$ cat src/rtl/program_loader_if.sv
// Instruction stream handshake between an upstream image source and the loader.
// The source drives a word with valid/last and the loader answers with ready.
interface program_loader_if #(
  parameter int N = 32
);
  logic         word_valid;
  logic [N-1:0] word_in;
  logic         word_last;
  logic         word_ready;

  modport master (
    output word_valid,
    output word_in,
    output word_last,
    input  word_ready
  );

  modport slave (
    input  word_valid,
    input  word_in,
    input  word_last,
    output word_ready
  );
endinterface

$ cat src/rtl/program_loader.sv
// Boot/programming sequencer for the multi-cycle datapath.
// Streams an instruction image into the unified cache one word per cycle while
// pmode is high. It then holds the CPU in reset with pmode low so PC picks up
// init_PC, and finally releases the CPU to run.
module program_loader #(
  parameter int           N           = 32,
  parameter int           MAX_WORDS   = 1024,
  parameter int           BOOT_CYCLES = 2,
  parameter logic [N-1:0] PARK_ADDR   = {N{1'b1}}
) (
  input  logic           clk,
  input  logic           reset,
  input  logic           start,
  input  logic           abort,
  input  logic [N-1:0]   base_addr,
  input  logic [N-1:0]   entry_pc,
  program_loader_if.slave word_if,
  output logic [N-1:0]   program_data,
  output logic [N-1:0]   addr,
  output logic           pmode,
  output logic [N-1:0]   init_PC,
  output logic           cpu_reset,
  output logic           busy,
  output logic           done,
  output logic           error
);

  typedef enum logic [2:0] {
    IDLE,
    LOAD,
    FLUSH,
    BOOT,
    RUN
  } state_t;

  localparam int            BW        = $clog2(BOOT_CYCLES + 1);
  localparam logic [N-1:0]  LAST_SLOT = N'(MAX_WORDS - 1);
  localparam logic [BW-1:0] BOOT_LOAD = BW'(BOOT_CYCLES);
  localparam logic [BW-1:0] BOOT_ONE  = BW'(1);

  state_t        state_q, state_d;
  logic [N-1:0]  count_q, count_d;
  logic [N-1:0]  base_q, base_d;
  logic [N-1:0]  program_q, program_d;
  logic [N-1:0]  addr_q, addr_d;
  logic [N-1:0]  init_pc_q, init_pc_d;
  logic          error_q, error_d;
  logic [BW-1:0] boot_cnt_q, boot_cnt_d;

  logic          word_ready_w;
  logic          pmode_w;
  logic          cpu_reset_w;
  logic          busy_w;
  logic          done_w;

  // Register all loader state; reset parks the cache address and clears the image pointers.
  always_ff @(posedge clk or posedge reset) begin
    if (reset) begin
      state_q    <= IDLE;
      count_q    <= '0;
      base_q     <= '0;
      program_q  <= '0;
      addr_q     <= PARK_ADDR;
      init_pc_q  <= '0;
      error_q    <= 1'b0;
      boot_cnt_q <= '0;
    end else begin
      state_q    <= state_d;
      count_q    <= count_d;
      base_q     <= base_d;
      program_q  <= program_d;
      addr_q     <= addr_d;
      init_pc_q  <= init_pc_d;
      error_q    <= error_d;
      boot_cnt_q <= boot_cnt_d;
    end
  end

  // Next-state logic: addr parks unless a word is accepted this cycle, and abort overrides everything else.
  always_comb begin
    state_d    = state_q;
    count_d    = count_q;
    base_d     = base_q;
    program_d  = program_q;
    addr_d     = PARK_ADDR;
    init_pc_d  = init_pc_q;
    error_d    = error_q;
    boot_cnt_d = boot_cnt_q;

    if (abort) begin
      state_d = IDLE;
    end else begin
      case (state_q)
        IDLE: begin
          if (start) begin
            state_d   = LOAD;
            base_d    = base_addr;
            init_pc_d = entry_pc;
            count_d   = '0;
            error_d   = 1'b0;
          end
        end
        LOAD: begin
          if (word_if.word_valid) begin
            program_d = word_if.word_in;
            addr_d    = base_q + count_q;
            count_d   = count_q + 1'b1;
            if (word_if.word_last) begin
              state_d = FLUSH;
            end else if (count_q == LAST_SLOT) begin
              error_d = 1'b1;
              state_d = IDLE;
            end
          end
        end
        FLUSH: begin
          state_d    = BOOT;
          boot_cnt_d = BOOT_LOAD;
        end
        BOOT: begin
          if (boot_cnt_q <= BOOT_ONE) begin
            state_d = RUN;
          end else begin
            boot_cnt_d = boot_cnt_q - 1'b1;
          end
        end
        RUN: begin
          state_d = RUN;
        end
        default: begin
          state_d = IDLE;
        end
      endcase
    end
  end

  // Datapath control pins decode straight from state so an async reset takes effect immediately.
  always_comb begin
    pmode_w      = 1'b1;
    cpu_reset_w  = 1'b1;
    word_ready_w = 1'b0;
    busy_w       = 1'b0;
    done_w       = 1'b0;
    case (state_q)
      IDLE: begin
        pmode_w = 1'b1;
      end
      LOAD: begin
        word_ready_w = 1'b1;
        busy_w       = 1'b1;
      end
      FLUSH: begin
        busy_w = 1'b1;
      end
      BOOT: begin
        pmode_w = 1'b0;
        busy_w  = 1'b1;
      end
      RUN: begin
        pmode_w     = 1'b0;
        cpu_reset_w = 1'b0;
        done_w      = 1'b1;
      end
      default: begin
        pmode_w = 1'b1;
      end
    endcase
  end

  assign word_if.word_ready = word_ready_w;
  assign program_data       = program_q;
  assign addr               = addr_q;
  assign pmode              = pmode_w;
  assign init_PC            = init_pc_q;
  assign cpu_reset          = cpu_reset_w;
  assign busy               = busy_w;
  assign done               = done_w;
  assign error              = error_q;

endmodule

$ cat src/flat_wrapper.sv
// flat-port wrapper written by rule: the top's interface ports become plain ports
module program_loader_flat 
#(
  parameter int           N           = 32,
  parameter int           MAX_WORDS   = 1024,
  parameter int           BOOT_CYCLES = 2,
  parameter logic [N-1:0] PARK_ADDR   = {N{1'b1}}
)
  (clk, reset, start, abort, base_addr, entry_pc, program_data, addr, pmode, init_PC, cpu_reset, busy, done, error, word_if_word_valid, word_if_word_in, word_if_word_last, word_if_word_ready);
  program_loader_if #(.N(N)) word_if_i ();
  input  logic clk;
  input  logic reset;
  input  logic start;
  input  logic abort;
  input  logic [N-1:0] base_addr;
  input  logic [N-1:0] entry_pc;
  output logic [N-1:0] program_data;
  output logic [N-1:0] addr;
  output logic pmode;
  output logic [N-1:0] init_PC;
  output logic cpu_reset;
  output logic busy;
  output logic done;
  output logic error;
  input wire logic [$bits(word_if_i.word_valid)-1:0] word_if_word_valid;
  input wire logic [$bits(word_if_i.word_in)-1:0] word_if_word_in;
  input wire logic [$bits(word_if_i.word_last)-1:0] word_if_word_last;
  output wire logic [$bits(word_if_i.word_ready)-1:0] word_if_word_ready;
  assign word_if_i.word_valid = word_if_word_valid;
  assign word_if_i.word_in = word_if_word_in;
  assign word_if_i.word_last = word_if_word_last;
  assign word_if_word_ready = word_if_i.word_ready;
  program_loader #(.N(N), .MAX_WORDS(MAX_WORDS), .BOOT_CYCLES(BOOT_CYCLES), .PARK_ADDR(PARK_ADDR)) u_core (.clk(clk), .reset(reset), .start(start), .abort(abort), .base_addr(base_addr), .entry_pc(entry_pc), .word_if(word_if_i), .program_data(program_data), .addr(addr), .pmode(pmode), .init_PC(init_PC), .cpu_reset(cpu_reset), .busy(busy), .done(done), .error(error));
endmodule
$ cat config.mk
export PLATFORM = sky130hd
export DESIGN_NAME = program_loader_flat
export DESIGN_NICKNAME = d
export VERILOG_FILES = /design/src/rtl/program_loader_if.sv /design/src/rtl/program_loader.sv /design/src/flat_wrapper.sv
export SDC_FILE = /design/constraint.sdc
export NUM_CORES = 1
export LEC_CHECK = 0
export BUFFER_PORTS_ARGS = -buffer_cell sky130_fd_sc_hd__buf_2
export CORE_ASPECT_RATIO = 1.5
export CORE_MARGIN = 3
export CORE_UTILIZATION = 45
export CTS_BUF_LIST = sky130_fd_sc_hd__clkbuf_16
export CTS_CLUSTER_DIAMETER = 150
export DETAILED_ROUTE_END_ITERATION = 16
export PLACE_DENSITY = 0.69
export SLEW_MARGIN = 20
export SYNTH_ARGS = -nofsm -noshare
export SYNTH_HDL_FRONTEND = slang
export SYNTH_SLANG_ARGS = --single-unit
$ cat constraint.sdc
create_clock -name clk -period 5.46 [get_ports clk]
set_input_delay 0 -clock clk [delete_from_list [all_inputs] [get_ports clk]]
set_output_delay 0 -clock clk [all_outputs]
set_load 0.02 [all_outputs]
==> summary.md, run 1 <==
| Metric | Value |
|---|---|
| Result of the run | `completed` |
| Class of the most critical setup path | `reg -> reg` |
| Post-synthesis area per instance | `10.1 um^2` |
| Count of non-filler cells in the finished layout | `1,341` |
| Peak supply drop | `167 uV` |
| Filler cells | `1,467` |
| Global-route congestion overflow total | `0` |
| Final period utilization | `54.4%` |
| Global-route wire length before repair | `34,300 um` |
| WL per Instance | `15.9 um` |
| Leading cell types in the layout, fill and taps excluded | `sky130_fd_sc_hd__buf_2 (203), sky130_fd_sc_hd__nand2_1 (172), sky130_fd_sc_hd__dfrtp_1 (134)` |
| Clock root buffer | `sky130_fd_sc_hd__clkbuf_16` |
| Net Count, Synth | `957` |
| Final wirelength | `21,300 um` |
| Total of max-cap violations | `0` |
| Endpoint required time on the critical path | `5820 ps` |
| Die Width | `117 um` |
| Metal3 WL | `982 um` |
| Setup Total Neg Slack | `0 ps` |
| Post CTS Setup Buffer Count | `0` |
| I/O pin count | `204` |
| Synth cell types | `53` |
| Dominant synthesized flop cell | `sky130_fd_sc_hd__dfrtp_1` |
| Fraction of registers with async set or reset after synthesis | `100%` |
| Number of clock sinks | `166` |
| # diodes | `0` |
| Cell Count Post-Placement | `1,210` |
| Worst min-delay path class | `in -> reg` |
| Hold-fix buffers, CTS | `99` |
| Number of instances in the synthesized netlist | `821` |
| Share of cells above drive strength 1 | `30.4%` |
| Unrepaired setup endpoints after global routing | `no` |
| Critical Path AT | `3330 ps` |
| Setup crit start kind | `register` |
| Core Region | `18,000 um^2` |
| Final-stage net count | `1,247` |
| Number of iterations in the first detailed-routing pass | `5` |
| Signed area change from the synthesized netlist to the final layout | `33.4%` |
| Num CTS Buffers | `17` |
| Yosys warnings | `0` |
| Placed wire-length estimate after detailed placement | `14,100 um` |
| Clock latency at the later pin of the worst-skew pair | `430 ps` |
| Top layer reached by signal wires | `met4` |
| Met2 wire length | `10,900 um` |
| Drt first-iter violations | `407` |
| Effective utilization at floorplan | `46.2%` |
| Global placer's final weighted congestion | `0.896` |
| Post-Route Skew | `16.8 ps` |
| Minimum hold slack | `5.56 ps` |
| Shortest clock period the worst path allows after layout | `2970 ps` |
| Sequential Area | `4190 um^2` |
| Area of the die | `20,200 um^2` |
| Total power density per cell area | `346 nW/um^2` |
| Maximum number of buffers from clock root to sink | `2` |
| Final Max Slew Viols | `0` |
| Port buffer count | `203` |
| Synthesized flop and latch total | `166` |
| Maximum number of pins on one net before global-route repair | `99` |
| Routed via count divided by cell count | `5.30` |
| Critical-path maximum fanout | `5` |
| Standard-cell rows | `60` |
| Via count of the first global-routing pass | `7,099` |
| Initial antenna violation count | `0` |
| Rel. slew slack | `41.2%` |
| Transition time at the pin with the least slew margin | `883 ps` |
| Max frequency | `337 MHz` |
| Overall track demand over capacity in global routing | `21.3%` |
| Commonest non-fill, non-tap cell in the layout | `sky130_fd_sc_hd__buf_2` |
| Number of enable flip-flop cells after synthesis | `0` |
| Via count | `7,109` |
| Number of H-tree levels | `4` |
| Post-synthesis sequential area ratio | `50.4%` |
| Leak | `5.28 nW` |
| Final Hold Fails | `0` |
| Post-Syn Area | `8320 um^2` |
| Die Span Y | `173 um` |
| Clock tree from TritonCTS | `yes` |
| M1 WL | `8680 um` |
| Post-CTS resize count | `0` |
| Critical Path Sink Type | `register` |
| Area taken by multi-input logic gates | `3970 um^2` |
| Clock slew at reported path FFs | `70 ps` |
| Number of design rule violations left after detail routing | `0` |
| Total of endpoints with negative setup slack in the final report | `0` |
| Post-route ant nets | `0` |
==> worst max-delay path, stage by stage, from the launching register on <==
cell                       delay [ps]
sky130_fd_sc_hd__dfrtp_1          430
sky130_fd_sc_hd__ha_1             240
sky130_fd_sc_hd__fa_1             420
sky130_fd_sc_hd__a21o_1           230
sky130_fd_sc_hd__a31oi_1          290
sky130_fd_sc_hd__nor3_1           130
sky130_fd_sc_hd__o21bai_1         310
sky130_fd_sc_hd__a21boi_0         250
sky130_fd_sc_hd__or4_1            430
sky130_fd_sc_hd__and3_1           170
==> registers in the layout, indices dropped and copies added, names as in the netlist <==
name                 flops
u_core.count_q          32
u_core.program_data     32
u_core.base_q           32
u_core.init_PC          32
u_core.addr             32
u_core.boot_cnt_q        2
u_core.error             1
u_core.state_q           3
==> synth_stat cells (all sizes together) (2+ instances only) <==
| library cell | count | share of area [%] |
|---|---|---|
| a211o | 5 | 0.53 |
| a211oi | 3 | 0.27 |
| a21boi | 3 | 0.27 |
| a21o | 14 | 1.3 |
| a21oi | 50 | 3.0 |
| a22o | 2 | 0.21 |
| a31oi | 7 | 0.53 |
| and2 | 4 | 0.30 |
| and3 | 13 | 0.98 |
| and3b | 2 | 0.21 |
| and4 | 4 | 0.42 |
| buf | 16 | 0.90 |
| clkbuf | 19 | 0.86 |
| dfrtp | 134 | 40 |
| dfstp | 32 | 10 |
| ha | 33 | 5.0 |
| inv | 6 | 0.27 |
| mux2 | 65 | 8.8 |
| mux2i | 3 | 0.36 |
| nand2 | 172 | 7.8 |
| nand2b | 6 | 0.45 |
| nand3 | 16 | 0.96 |
| nand3b | 2 | 0.18 |
| nand4 | 13 | 0.98 |
| nor2 | 64 | 2.9 |
| nor2b | 2 | 0.15 |
| nor3 | 8 | 0.54 |
| nor3b | 3 | 0.27 |
| nor4 | 12 | 1.3 |
| o211ai | 5 | 0.45 |
| o21a | 3 | 0.27 |
| o21ai | 27 | 1.6 |
| o21bai | 3 | 0.27 |
| o221ai | 2 | 0.21 |
| or3 | 5 | 0.38 |
| or4 | 3 | 0.27 |
| xnor2 | 15 | 1.6 |
| xor2 | 35 | 3.7 |
==> metrics by stage <==
| step | setup slack (ps) | instance area [um^2] | total power (W) | util [%] |
|---|---|---|---|---|
| after floorplan | 1020 | 8320 | 0.00225 | - |
| after global placement | 2580 | 9510 | 0.00255 | 52.8 |
| after detailed placement | 2510 | 9510 | 0.00257 | 52.8 |
| after CTS | 2490 | 11100 | 0.00389 | 61.6 |
| after global routing | 2260 | 11100 | 0.00406 | 61.6 |
| final | 2490 | 11100 | 0.00385 | 61.6 |
==> power by group <==
part | total, W | switching (W) | leakage (nW) | internal [W]
clock | 0.00124 | 0.000512 | 0.303 | 0.000724
combinational | 0.00102 | 0.000594 | 2.97 | 0.000429
sequential | 0.00159 | 0.000129 | 2.01 | 0.00146
total | 0.00385 | 0.00124 | 5.28 | 0.00261
==> area by class of cell <==
type,instances,area share (%)
clock buffer,17,3.83
clock inverter,15,1.61
inverter,6,0.248
multi-input combinational,614,35.7
sequential,166,37.8
tap,217,2.45
timing repair buffer,306,18.3
==> cell families after synthesis <==
logic type                 share of synthesized area (%)
xor gates and xnor gates                            5.26
adders and majority gates                           5.20
buffers and inverters                               2.03
AOI/OAI and AO/OA                                   9.70
DFF                                                 50.4
and+or+nand+nor                                     18.3
muxes                                               9.16
==> metal layers <==
metal | vias up | GRT usage [%]
met3 | 50 | 4.03
li1 | 3447 | -
met5 | - | 0
met1 | 3401 | 25.9
met2 | 211 | 36.2
met4 | 0 | 9.04
==> path summary, 6_finish.rpt <==
path                                              start  cells after the start  slack [ps]                       to
worst max-delay path                  u_core.count_q[0]                      9        2490          u_core.addr[20]
worst min-delay path                  word_if_word_last                      5           6        u_core.state_q[1]
worst max register to register        u_core.count_q[0]                      9        2490          u_core.addr[20]
worst min register to register  u_core.program_data[18]                      2         470  u_core.program_data[18]
max in group asynchronous                         reset                      4        3690       u_core.count_q[25]
min in group asynchronous                         reset                      3         340   u_core.program_data[1]
(Power assumes the default switching activity.)
==> run 2, diff against run 1 <==
--- a/config.mk
+++ b/config.mk
@@ -5,6 +5,7 @@
 export SDC_FILE = /design/constraint.sdc
 export NUM_CORES = 1
 export LEC_CHECK = 0
+export ABC_AREA = 1
 export BUFFER_PORTS_ARGS = -buffer_cell sky130_fd_sc_hd__buf_2
 export CORE_ASPECT_RATIO = 1.5
 export CORE_MARGIN = 3
@@ -12,7 +13,7 @@
 export CTS_BUF_LIST = sky130_fd_sc_hd__clkbuf_16
 export CTS_CLUSTER_DIAMETER = 150
 export DETAILED_ROUTE_END_ITERATION = 16
-export PLACE_DENSITY = 0.69
+export PLACE_DENSITY = 0.7
 export SLEW_MARGIN = 20
 export SYNTH_ARGS = -nofsm -noshare
 export SYNTH_HDL_FRONTEND = slang
==> constraint.sdc (replaced) <==
create_clock -name clk -period 2.63 [get_ports clk]
set_input_delay 0 -clock clk [delete_from_list [all_inputs] [get_ports clk]]
set_output_delay 0 -clock clk [all_outputs]
set_load 0.02 [all_outputs]
==> run 2 against run 1 <==
Effect of this change:
- global-route usage is 3.7 points higher
- first-iteration DRC count up 21%
- cell count rose by 47%
- fmax grew 26%
- core utilization down 1.2 points
- clock skew is 8.3 ps lower
- combinational power up 130%
- sequential power up 110%
==> summary.md, run 2 <==
| Metric | Value |
|---|---|
| Result of the run | `completed` |
| Setup Total Neg Slack | `0 ps` |
| Clock slew at reported path FFs | `70 ps` |
| Most instantiated cells after synthesis | `sky130_fd_sc_hd__nand2_1 (627), sky130_fd_sc_hd__inv_1 (182), sky130_fd_sc_hd__dfrtp_1 (134)` |
| Clock latency at the later pin of the worst-skew pair | `430 ps` |
| Total of max-cap violations | `0` |
| Number of clock sinks | `166` |
| Dominant synthesized flop cell | `sky130_fd_sc_hd__dfrtp_1` |
| Via count | `9,628` |
| Net Count, Synth | `1,529` |
| Critical Path Sink Type | `register` |
| Clock root buffer | `sky130_fd_sc_hd__clkbuf_16` |
| Post-Route Skew | `8.49 ps` |
| Cell depth of the worst hold path | `6` |
| Worst Reg2Reg Path Length in Cells | `10` |
| Count of non-filler cells in the finished layout | `1,973` |
| Drt first-iter violations | `493` |
| Number of H-tree levels | `4` |
| Initial antenna violation count | `0` |
| Unrepaired setup endpoints after global routing | `no` |
| Standard-cell rows | `64` |
| Area of the die | `23,200 um^2` |
| Synth cell types | `37` |
| Final period utilization | `89.5%` |
| Clock tree from TritonCTS | `yes` |
| PnR worst setup slack | `276 ps` |
| Global-route congestion overflow total | `0` |
| Number of design rule violations left after detail routing | `0` |
| Total power density per cell area | `653 nW/um^2` |
| Leading cell types in the layout, fill and taps excluded | `sky130_fd_sc_hd__nand2_1 (627), sky130_fd_sc_hd__buf_2 (203), sky130_fd_sc_hd__inv_1 (182)` |
| Endpoint required time on the critical path | `3000 ps` |
| Overall track demand over capacity in global routing | `24.9%` |
| Worst R2R End | `u_core.state_q[2]` |
| Critical-path maximum fanout | `4` |
| Maximum number of buffers from clock root to sink | `2` |
| Class of the most critical setup path | `reg -> reg` |
| I/O pin count | `204` |
| Routed via count divided by cell count | `4.88` |
| Post-route ant nets | `0` |
| Core Region | `20,700 um^2` |
| Worst min-delay path class | `in -> reg` |
| Synthesized flop and latch total | `166` |
| Placed wire-length estimate after detailed placement | `20,400 um` |
| Library cell occupying the most area in the post-synthesis netlist | `sky130_fd_sc_hd__dfrtp_1` |
| Final wirelength | `28,400 um` |
| Pre-CTS setup slack | `532 ps` |
| Max frequency | `425 MHz` |
| Leak | `6.72 nW` |
| Final Max Slew Viols | `0` |
| Largest family of logic cells by synthesized area | `simple AND/OR/NAND/NOR gates` |
| Worst Min Path Start | `word_if_word_valid` |
| Post-synthesis sequential area ratio | `43.7%` |
| Total of endpoints with negative setup slack in the final report | `0` |
| Fraction of the mapped netlist area in compound gates | `4.71%` |
| Maximum number of pins on one net before global-route repair | `69` |
| Share of cells above drive strength 1 | `17.6%` |
| Global placer's final weighted congestion | `0.982` |
| Peak supply drop | `446 uV` |
| Multiplexer area fraction after synthesis | `0%` |
| Filler cells | `1,937` |
| # diodes | `0` |
| Post-Route Utilization | `60.4%` |
| Final Hold Fails | `0` |
| Effective utilization at floorplan | `46.5%` |
| Critical Path AT | `2720 ps` |
| Worst setup slack for register-to-register paths | `280 ps` |
| Post-Syn Area | `9600 um^2` |
| Share of synthesized cell area in full adder, half adder and majority cells | `4.51%` |
| Synth Area in XOR/XNOR | `0.365%` |
| Most common cell in the synthesized netlist | `sky130_fd_sc_hd__nand2_1` |
| Top cells by area in the synthesized netlist | `sky130_fd_sc_hd__dfrtp_1 (35%), sky130_fd_sc_hd__nand2_1 (25%), sky130_fd_sc_hd__dfstp_2 (8.8%)` |
| Final-stage net count | `1,832` |
| Port buffer count | `203` |
| Simple-gate area share of the yosys netlist | `37.7%` |
| Number of iterations in the first detailed-routing pass | `5` |
| M1 WL | `10,900 um` |
| Top layer reached by signal wires | `met4` |
| Metal3 WL | `983 um` |
| Via count of the first global-routing pass | `9,806` |
| Commonest non-fill, non-tap cell in the layout | `sky130_fd_sc_hd__nand2_1` |
| Die Span Y | `185 um` |
| Setup crit start kind | `register` |
| WL per Instance | `14.4 um` |
| Endpoint of the worst hold path | `u_core.state_q[0]` |
| Die Width | `125 um` |
| Transition time at the pin with the least slew margin | `781 ps` |
| Shortest clock period the worst path allows after layout | `2350 ps` |
| Area share of the largest cell type after synthesis | `34.9%` |
| Post-synthesis area per instance | `6.89 um^2` |
| Cell Count Post-Placement | `1,839` |
| Number of instances in the synthesized netlist | `1,393` |
| Number of enable flip-flop cells after synthesis | `0` |
| Startpoint of the lowest-slack register-to-register path | `u_core.count_q[1]` |
| Num CTS Buffers | `17` |
| Rel. slew slack | `47.9%` |
| Yosys warnings | `0` |
| Signed area change from the synthesized netlist to the final layout | `30.0%` |
| Global-route wire length before repair | `46,700 um` |
| Met2 wire length | `15,100 um` |
| Fraction of registers with async set or reset after synthesis | `100%` |
| Worst setup path startpoint | `u_core.count_q[1]` |
## run 2: cell types whose count changed after synthesis, moves of 12 or more
cell | before | now
sky130_fd_sc_hd__a21oi_1 | 50 | 35
sky130_fd_sc_hd__and3_1 | 13 | 1
sky130_fd_sc_hd__inv_1 | 6 | 182
sky130_fd_sc_hd__mux2_2 | 65 | 0
sky130_fd_sc_hd__nand2_1 | 172 | 627
sky130_fd_sc_hd__nand3_1 | 16 | 80
sky130_fd_sc_hd__nand4_1 | 13 | 27
sky130_fd_sc_hd__nor2_1 | 63 | 115
sky130_fd_sc_hd__xnor2_1 | 15 | 3
sky130_fd_sc_hd__xor2_1 | 35 | 1
## run 2: cell families after synthesis
kind of cell	Yosys count
adder cells (fa/ha/maj)	34
XOR/XNOR	4
buffers and inverters	220
AO/OA/AOI/OAI	83
AND/OR/NAND/NOR	886
flip-flops	166
## run 2: per-stage QoR
step | total power [W] | instance area (um^2) | hold WS, ps
after CTS | 0.00821 | 12500 | 87.4
final | 0.00815 | 12500 | 103
after global routing | 0.00862 | 12500 | 149
after detailed placement | 0.00568 | 10900 | 173
after floorplan | 0.00486 | 9600 | 117
after global placement | 0.00563 | 10900 | 162
## run 2: routing by layer
metal	vias up	global-route usage, %
met5	-	0
met4	0	12.6
met3	75	3.52
met2	246	46.8
met1	4409	27.4
li1	4898	-
## run 2: worst max-delay path, stage by stage (launching register included)
cell	delay, ps
sky130_fd_sc_hd__dfrtp_1	460
sky130_fd_sc_hd__ha_1	250
sky130_fd_sc_hd__inv_1	90
sky130_fd_sc_hd__nor2_2	180
sky130_fd_sc_hd__nand2_1	180
sky130_fd_sc_hd__nor2_1	140
sky130_fd_sc_hd__nand2_1	130
sky130_fd_sc_hd__nand3_1	140
sky130_fd_sc_hd__nand3_1	90
sky130_fd_sc_hd__nor2_1	80
sky130_fd_sc_hd__dlygate4sd3_1	550
## run 2: final cells by class
type | instances | area, um^2 | area share, %
Inverter | 189 | 713 | 5.71
Sequential cell | 166 | 4190 | 33.6
Multi-Input combinational cell | 1007 | 4540 | 36.4
Clock inverter | 15 | 131 | 1.05
Clock buffer | 17 | 425 | 3.41
Tap cell | 264 | 330 | 2.65
Timing Repair Buffer | 315 | 2150 | 17.2
## run 2: worst max path at each step
stage / endpoint / slack, ps / depth (start not counted)
finish: u_core.state_q[2] / 280 / 10
floorplan: u_core.base_q[0] / 540 / 1
global route: u_core.state_q[2] / 70 / 10
global placement: u_core.addr[28] / 620 / 10
CTS: u_core.state_q[2] / 210 / 10
detailed placement: u_core.addr[28] / 530 / 10
## run 2: what timing repair did
| item | in CTS | in global routing |
|---|---|---|
| hold buffers | 102 | 0 |
| endpoints found under the hold margin | 127 | 0 |
| gates resized for setup | 0 | 1 |
| buffers inserted | 0 | 0 |
| setup endpoints to repair | 0 | 1 |
## run 2: power by group
part           switching [W]  internal (W)  leakage (nW)
sequential          0.000306       0.00307          2.05
clock                0.00108       0.00130         0.258
combinational        0.00156      0.000832          4.41
